$ cat config.mk
export PLATFORM = sky130hd
export DESIGN_NAME = mem_port_arbiter
export DESIGN_NICKNAME = d
export VERILOG_FILES = /design/src/rtl/mem_port_arbiter.sv
export SDC_FILE = /design/constraint.sdc
export NUM_CORES = 1
export LEC_CHECK = 0
export ABC_AREA = 1
export BUFFER_PORTS_ARGS = -buffer_cell sky130_fd_sc_hd__buf_2
export CORE_AREA = 2 2 109 111
export DETAILED_ROUTE_END_ITERATION = 8
export DIE_AREA = 0 0 111 113
export GPL_TIMING_DRIVEN = 0
export MAX_ROUTING_LAYER = met4
export SYNTH_ARGS = -nofsm -noshare
export SYNTH_HDL_FRONTEND = slang
export SYNTH_SLANG_ARGS = --single-unit
$ cat constraint.sdc
create_clock -name clk -period 1.6 [get_ports clk]
set_input_delay 0.16 -clock clk [delete_from_list [all_inputs] [get_ports clk]]
set_output_delay 0.16 -clock clk [all_outputs]
set_load 0.01 [all_outputs]
$ cat src/rtl/mem_port_arbiter.sv
// Shares one SRAM-like memory port between the fetch and data requesters.
// Tracks up to two in-order outstanding transactions and routes each response back to its issuer.
module mem_port_arbiter #(
  parameter int ADDR_W       = 32,
  parameter int DATA_W       = 32,
  parameter int MAX_DATA_RUN = 4
) (
  input  logic                clk,
  input  logic                resetn,
  input  logic                inst_req,
  input  logic [ADDR_W-1:0]   inst_addr,
  output logic                inst_addr_ok,
  output logic                inst_data_ok,
  output logic [DATA_W-1:0]   inst_rdata,
  input  logic                data_req,
  input  logic                data_wr,
  input  logic [DATA_W/8-1:0] data_wstrb,
  input  logic [ADDR_W-1:0]   data_addr,
  input  logic [DATA_W-1:0]   data_wdata,
  output logic                data_addr_ok,
  output logic                data_data_ok,
  output logic [DATA_W-1:0]   data_rdata,
  output logic                mem_req,
  output logic                mem_wr,
  output logic [DATA_W/8-1:0] mem_wstrb,
  output logic [ADDR_W-1:0]   mem_addr,
  output logic [DATA_W-1:0]   mem_wdata,
  input  logic                mem_addr_ok,
  input  logic                mem_data_ok,
  input  logic [DATA_W-1:0]   mem_rdata,
  output logic                err_unexp
);

  localparam int STRB_W = DATA_W / 8;
  localparam int RUN_W  = $clog2(MAX_DATA_RUN + 1);
  localparam logic [RUN_W-1:0] RUN_MAX = RUN_W'(MAX_DATA_RUN);
  localparam logic SRC_INST = 1'b0;
  localparam logic SRC_DATA = 1'b1;

  logic [1:0]       r_out_cnt;
  logic [1:0]       r_tag;
  logic             r_wptr;
  logic             r_rptr;
  logic             r_lock_vld;
  logic             r_lock_src;
  logic [RUN_W-1:0] r_run_cnt;
  logic             r_err_unexp;

  logic w_grant;
  logic w_greq;
  logic w_full;
  logic w_mem_req;
  logic w_accept;
  logic w_pop_vld;
  logic w_head;

  assign w_full = (r_out_cnt == 2'd2);

  // Grant source: a stalled address phase keeps its grant; otherwise a waiting fetch wins after a full data run.
  always_comb begin
    w_grant = SRC_INST;
    if (r_lock_vld) begin
      w_grant = r_lock_src;
    end else if ((r_run_cnt == RUN_MAX) && inst_req) begin
      w_grant = SRC_INST;
    end else if (data_req) begin
      w_grant = SRC_DATA;
    end else begin
      w_grant = SRC_INST;
    end
  end

  assign w_greq    = (w_grant == SRC_DATA) ? data_req : inst_req;
  assign w_mem_req = w_greq & ~w_full & resetn;
  assign w_accept  = w_mem_req & mem_addr_ok;
  assign w_pop_vld = mem_data_ok & (r_out_cnt != 2'd0) & resetn;
  assign w_head    = r_tag[r_rptr];

  assign mem_req   = w_mem_req;
  assign mem_wr    = (w_grant == SRC_DATA) & data_wr;
  assign mem_wstrb = (w_grant == SRC_DATA) ? data_wstrb : {STRB_W{1'b0}};
  assign mem_addr  = (w_grant == SRC_DATA) ? data_addr  : inst_addr;
  assign mem_wdata = (w_grant == SRC_DATA) ? data_wdata : {DATA_W{1'b0}};

  assign inst_addr_ok = w_accept & (w_grant == SRC_INST);
  assign data_addr_ok = w_accept & (w_grant == SRC_DATA);
  assign inst_data_ok = w_pop_vld & (w_head == SRC_INST);
  assign data_data_ok = w_pop_vld & (w_head == SRC_DATA);
  assign inst_rdata   = mem_rdata;
  assign data_rdata   = mem_rdata;
  assign err_unexp    = r_err_unexp;

  // Outstanding count, response tag FIFO, grant lock, data run length and sticky error.
  always_ff @(posedge clk or negedge resetn) begin
    if (!resetn) begin
      r_out_cnt   <= 2'd0;
      r_tag       <= 2'b00;
      r_wptr      <= 1'b0;
      r_rptr      <= 1'b0;
      r_lock_vld  <= 1'b0;
      r_lock_src  <= SRC_INST;
      r_run_cnt   <= {RUN_W{1'b0}};
      r_err_unexp <= 1'b0;
    end else begin
      case ({w_accept, w_pop_vld})
        2'b10:   r_out_cnt <= r_out_cnt + 2'd1;
        2'b01:   r_out_cnt <= r_out_cnt - 2'd1;
        default: r_out_cnt <= r_out_cnt;
      endcase

      if (w_accept) begin
        r_tag[r_wptr] <= w_grant;
        r_wptr        <= ~r_wptr;
      end
      if (w_pop_vld) begin
        r_rptr <= ~r_rptr;
      end

      if (w_accept) begin
        r_lock_vld <= 1'b0;
      end else if (w_mem_req) begin
        r_lock_vld <= 1'b1;
        r_lock_src <= w_grant;
      end

      if (!inst_req || (w_accept && (w_grant == SRC_INST))) begin
        r_run_cnt <= {RUN_W{1'b0}};
      end else if (w_accept && (r_run_cnt != RUN_MAX)) begin
        r_run_cnt <= r_run_cnt + RUN_W'(1);
      end

      if (mem_data_ok && (r_out_cnt == 2'd0)) begin
        r_err_unexp <= 1'b1;
      end
    end
  end

endmodule

# Word level (Yosys, flattened, before mapping)

Index checks and enable logic that the tools add are counted.

Bits in registers: 12
Bits of input ports: 139
Output and inout bits: 139

Add/subtract/negate cells: 3
Magnitude comparators: 3
Eq/ne operators: 5
Mux-type cells: 17
Bitwise gates (word level): 16
Reductions and logical operators: 13

Operators with widths:

| cell                                                                         | number |
|---|---|
| 32-bit two-way mux                                                           | 2 |
| 1-bit AND                                                                    | 10 |
| 1-bit two-way mux                                                            | 9 |
| 2-bit nonzero test                                                           | 4 |
| 3-bit two-way mux                                                            | 2 |
| 1-bit NOT                                                                    | 6 |
| 1-bit logical AND                                                            | 5 |
| 2-bit == test, second input constant                                         | 2 |
| 1-bit by 2-bit less-than comparator with 1-bit output, second input constant | 2 |
| 4-bit two-way mux                                                            | 1 |
| 2-bit case mux with 2 select lines                                           | 1 |
| 3-bit by 1-bit adder with 3-bit output, second input constant                | 1 |
| 3-bit == test, second input constant                                         | 1 |
| 3-bit != test, second input constant                                         | 1 |
| 2-bit by 1-bit adder with 2-bit output, second input constant                | 1 |
| 2-bit bitwise mux                                                            | 1 |
| 2-bit by 1-bit == test with 1-bit output, second input constant              | 1 |
| 2-bit logical NOT                                                            | 1 |
| 2-bit AND reduction                                                          | 1 |
| 2-bit by 1-bit subtractor with 2-bit output, second input constant           | 1 |
| 1-bit demux with 1-bit select                                                | 1 |
| 1-bit >= comparator, second input constant                                   | 1 |
| 1-bit logical NOT                                                            | 1 |
| 1-bit logical OR                                                             | 1 |

# Depth between registers and ports, before layout

Word-level depth: 11
Mapped depth: 10
Mapped depth without buffers: 10

# Least setup slack after synthesis

Ideal clock, no wire load.

Path kind: reg2reg
From: register r_run_cnt[0]
To: register r_out_cnt[1]
Setup time: 124 ps
Data arrival time: 1651 ps
Data required time: 1476 ps
Slack: -175 ps
Cell stages (with the launch flop): 11
Buffers on the path: 0
Cell sequence: dfrtp_1 inv_1 ha_1 nand3_1 nand2_1 nand3_1 nand3_4 ha_1 a21oi_1 o21ai_0 xnor2_1

Longest elaborated chain between the ends: 10
Elaborated cells on any way between the ends: 12
Those cells by class: 3 x eq/ne; 4 x mux; 3 x bitwise; 2 x reduce/logical

RTL lines:

| what                                                                      | line | RTL |
|---|---|---|
| start, declared                                                           | 46   | `logic [RUN_W-1:0] r_run_cnt;` |
| start signal, assigned                                                    | 102  | `r_run_cnt <= {RUN_W{1'b0}};` |
| start signal, assigned                                                    | 127  | `r_run_cnt <= {RUN_W{1'b0}};` |
| start signal, assigned                                                    | 129  | `r_run_cnt <= r_run_cnt + RUN_W'(1);` |
| 3-bit == test *                                                           | 64   | `end else if ((r_run_cnt == RUN_MAX) && inst_req) begin` |
| 1-bit logical AND *                                                       | 64   |  |
| 1-bit two-way mux *                                                       | 64   |  |
| 1-bit two-way mux *                                                       | 62   | `if (r_lock_vld) begin` |
| 1-bit two-way mux *                                                       | 73   | `assign w_greq = (w_grant == SRC_DATA) ? data_req : inst_req;` |
| 1-bit AND * (2 in series)                                                 | 74   | `assign w_mem_req = w_greq & ~w_full & resetn;` |
| 1-bit AND *                                                               | 75   | `assign w_accept = w_mem_req & mem_addr_ok;` |
| 2-bit by 1-bit == test with 1-bit output or 2-bit == test (tied branches) | 105  | `case ({w_accept, w_pop_vld})` |
| 2-bit case mux with 2 select lines or 2-bit nonzero test (tied branches)  | n/a  |  |
| end signal, assigned                                                      | 106  | `2'b10: r_out_cnt <= r_out_cnt + 2'd1;` |
| end signal, assigned                                                      | 107  | `2'b01: r_out_cnt <= r_out_cnt - 2'd1;` |
| end signal, assigned                                                      | 108  | `default: r_out_cnt <= r_out_cnt;` |
| end, declared                                                             | 40   | `logic [1:0] r_out_cnt;` |

Mark *: on every way between the ends. The rest lies on a longest branch, timed or not.
A chain may end at the register's enable or synchronous reset.

# Worst setup path in the final report

From: register r_run_cnt[1]
To: output port mem_addr[25]

Longest elaborated chain between the ends: 5

RTL lines:

| what               | line | RTL |
|---|---|---|
| 3-bit == test      | 64   |  |
| 1-bit logical AND  | 64   |  |
| 1-bit two-way mux  | 64   |  |
| 1-bit two-way mux  | 62   |  |
| 32-bit two-way mux | 82   | `assign mem_addr = (w_grant == SRC_DATA) ? data_addr : inst_addr;` |
| end, declared      | 26   | `output logic [ADDR_W-1:0] mem_addr,` |

No other way between the ends.

==> results.yml <==
run_status:
  status: "finished with violations"
  violations: "negative setup slack"
detailed_routing:
  first_pass_iters: 4
  drcViolationCount: 0
  final_antenna_net_count: 0
  vias: 2753
  viasPerCell: 3.740
  post_drt_wl_per_cell_um: 12.52
  drt_iter0_drc: 43
  routed_wl_um: 9217
placed_design:
  pre_cts_slack_ns: -0.2036
  dp_hpwl_um: 6711
  io_buffers: 245
  globalplace.congestion: 0.7594
  placedCellCount: 713
synth:
  yosysTopAreaCellShare: 0.2736
  yosysWarnings: 0
  synth.distinct_cells: 21
  yosysMostFrequentCell: "nand2_1"
  synthesis.nets: 467
  synthFlopType: "dfrtp_1"
  avgSynthCellArea_um2: 5.740
  syn_inst: 325
  synthTopCellsByArea: "buf_4 27%, nand2_1 23%, dfrtp_1 16%"
  synth.top_cells.by_count: "112 x nand2_1, 68 x buf_4, 48 x inv_1"
  ys_ff_latch: 12
  async_flop_share: 1.000
  netlist_area_mm2: 0.001866
  synth.largest_area_cell: "buf_4"
  seq_area_frac_synth: 0.1610
  synth_edf_count: 0
cts:
  clkLatencyLatePin_ns: 0.24
  cts.path.max_buffers: 2
  cts_tree: "yes"
  cts_sinks: 12
  cts.clk_slew.worst_paths_ns: 0.04
  htreeDepth: 1
  root_buffer: "clkbuf_16"
  numCtsBuffers: 3
sta:
  slew_headroom: 0.6280
  finClkSkew_ns: 0.004782
  setup_viol: 73
  fin_crit_sh: 1.183
  rsz0062_at_grt: "true"
  fmax_mhz: 528.1
  timing.final.hold_violations: 0
  maxSlewViolCount: 0
  period_needed_ns: 1.893
  setup_ws_ns: -0.2934
  tightest_slew_ns: 0.5562
run:
  drv_cap: 0
floorplanning:
  ios: 278
  initial_utilization: 0.1655
  coreArea_mm2: 0.01127
  die_w_um: 111
  rows: 39
  die_area_mm2: 0.01254
  die_h_um: 113
layout:
  finish.utilization: 0.3745
  num-fill-cells: 1225
  layout.nets: 736
  multiInputGateArea_mm2: 0.001164
  drive_gt1_frac: 0.7015
  area_delta_synth_final_pct: 126.3
  antenna_cells: 0
  final_cells: 736
  register_area_um2: 301.5
power:
  ir_worst_vdd_uv: 1108
  power.density_mw_per_mm2: 1342
  cellLeakagePower_nw: 2.667
  power.total_mw: 5.664
global_route:
  grt_antenna_before_repair: 0
  grt_pass1_vias: 2465
  grt_max_degree: 13
  grt_usage: 0.1264
  overflow: 0
  grt_pass1_wl_um: 12570
hold_path:
  hp-start: "mem_data_ok"
  worst_hold_path_type: "in2reg"
setup_path:
  crit-reg2reg-launch: "r_run_cnt[1]$_DFFE_PN0P_"
  cp-start-kind: "flop"
  worstSetupPathType: "reg2out"
  end_kind: "output pin"
  path_max_fanout: 8
  cp.arrival_ns: 1.73
  cp.required_ns: 1.44
  crit_start: "r_run_cnt[1]$_DFFE_PN0P_"
-- flip-flops by register name (all words and copies together) (netlist names) --
register    flops
r_out_cnt       2
err_unexp       1
r_lock_src      1
r_tag           2
r_lock_vld      1
r_wptr          1
r_run_cnt       3
r_rptr          1
-- where the power goes --
part           switching (mW)  leakage (nW)  internal (mW)  total [mW]
Combinational            2.30          2.48           2.34        4.64
Clock                   0.138        0.0442          0.378       0.516
Sequential             0.0918         0.146          0.413       0.505
Total                    2.53          2.67           3.13        5.66
-- timing repair --
action                                  in CTS  in global routing
hold endpoints to repair                    12                  0
setup buffers                                7                  5
hold buffers                                 1                  0
gates cloned                                 6                  3
pin swaps                                   10                 15
gates resized for setup                     85                 73
endpoints found under the setup margin      73                 79
-- cells in the final DEF, fill, tap and decap left out, types with 3 or more instances in the layout --
cell type and instances:
buf_12 6, buf_2 226, buf_4 70, buf_6 25, buf_8 6, clkbuf_16 6, dfrtp_1 11, inv_1 46
inv_2 3, nand2_1 61, nand2_2 33, nand2_4 18, nand3_1 7, nand3_4 3, nor2_1 38, nor2_4 8
o21ai_1 3, xor2_1 3
-- worst max-delay path, stage by stage, from the launching register on --
cell and delay [ns]:
dfrtp_1 0.40, inv_2 0.08, ha_4 0.14, nand3_4 0.07
a21oi_4 0.20, buf_6 0.16, inv_12 0.06, buf_12 0.14
nand2_1 0.06, nand2_1 0.05, buf_2 0.13
-- kinds of logic (layout without fill, tap and decap cells) --
kind of cell,count (synthesis),count (layout),synth area share
DFF,12,12,0.1610
buffers and inverters,125,393,0.3964
AOI/OAI and AO/OA,10,10,0.03554
and+or+nand+nor,170,170,0.3635
xor gates and xnor gates,5,5,0.02348
adders and majority gates,3,3,0.02012
-- stage by stage --
stage | hold slack [ns] | area (µm²) | TNS (ns)
floorplan | -0.1356 | 1894 | -0.01249
global placement | 0.06674 | 3299 | -7.286
detailed placement | 0.07686 | 3299 | -6.509
CTS | 0.1414 | 3859 | -20.38
global route | 0.1497 | 4222 | -23.10
finish | 0.1404 | 4222 | -16.43
-- final cells by class --
cell class                 count  area share
clock buffer                   4     0.02104
inverter                      50     0.04742
multi-input combinational    188      0.2756
sequential                    12     0.07143
buffer                        75      0.1568
tap                          143     0.04238
timing repair buffer         264      0.3853
-- final timing paths --
path	slack [ns]	end	depth (start not counted)
setup / recovery	-0.29	mem_addr[25]	10
hold reg to reg	0.45	err_unexp$_DFFE_PN0P_	1
hold / removal	0.14	err_unexp$_DFFE_PN0P_	2
min in group asynchronous	0.49	r_run_cnt[2]$_DFFE_PN0P_	2
max in group asynchronous	0.71	r_out_cnt[0]$_DFFE_PN0P_	2
setup reg to reg	-0.19	r_out_cnt[1]$_DFFE_PN0P_	11
-- routing by layer --
metal,routed length [µm],up-vias,track usage
li1,-,1423,-
met5,0,-,-
met1,3795,1198,0.1557
met3,528,7,0.01500
met4,69,0,0.01750
met2,4823,125,0.2282
Note: power is estimated with default switching activity, not from simulation.
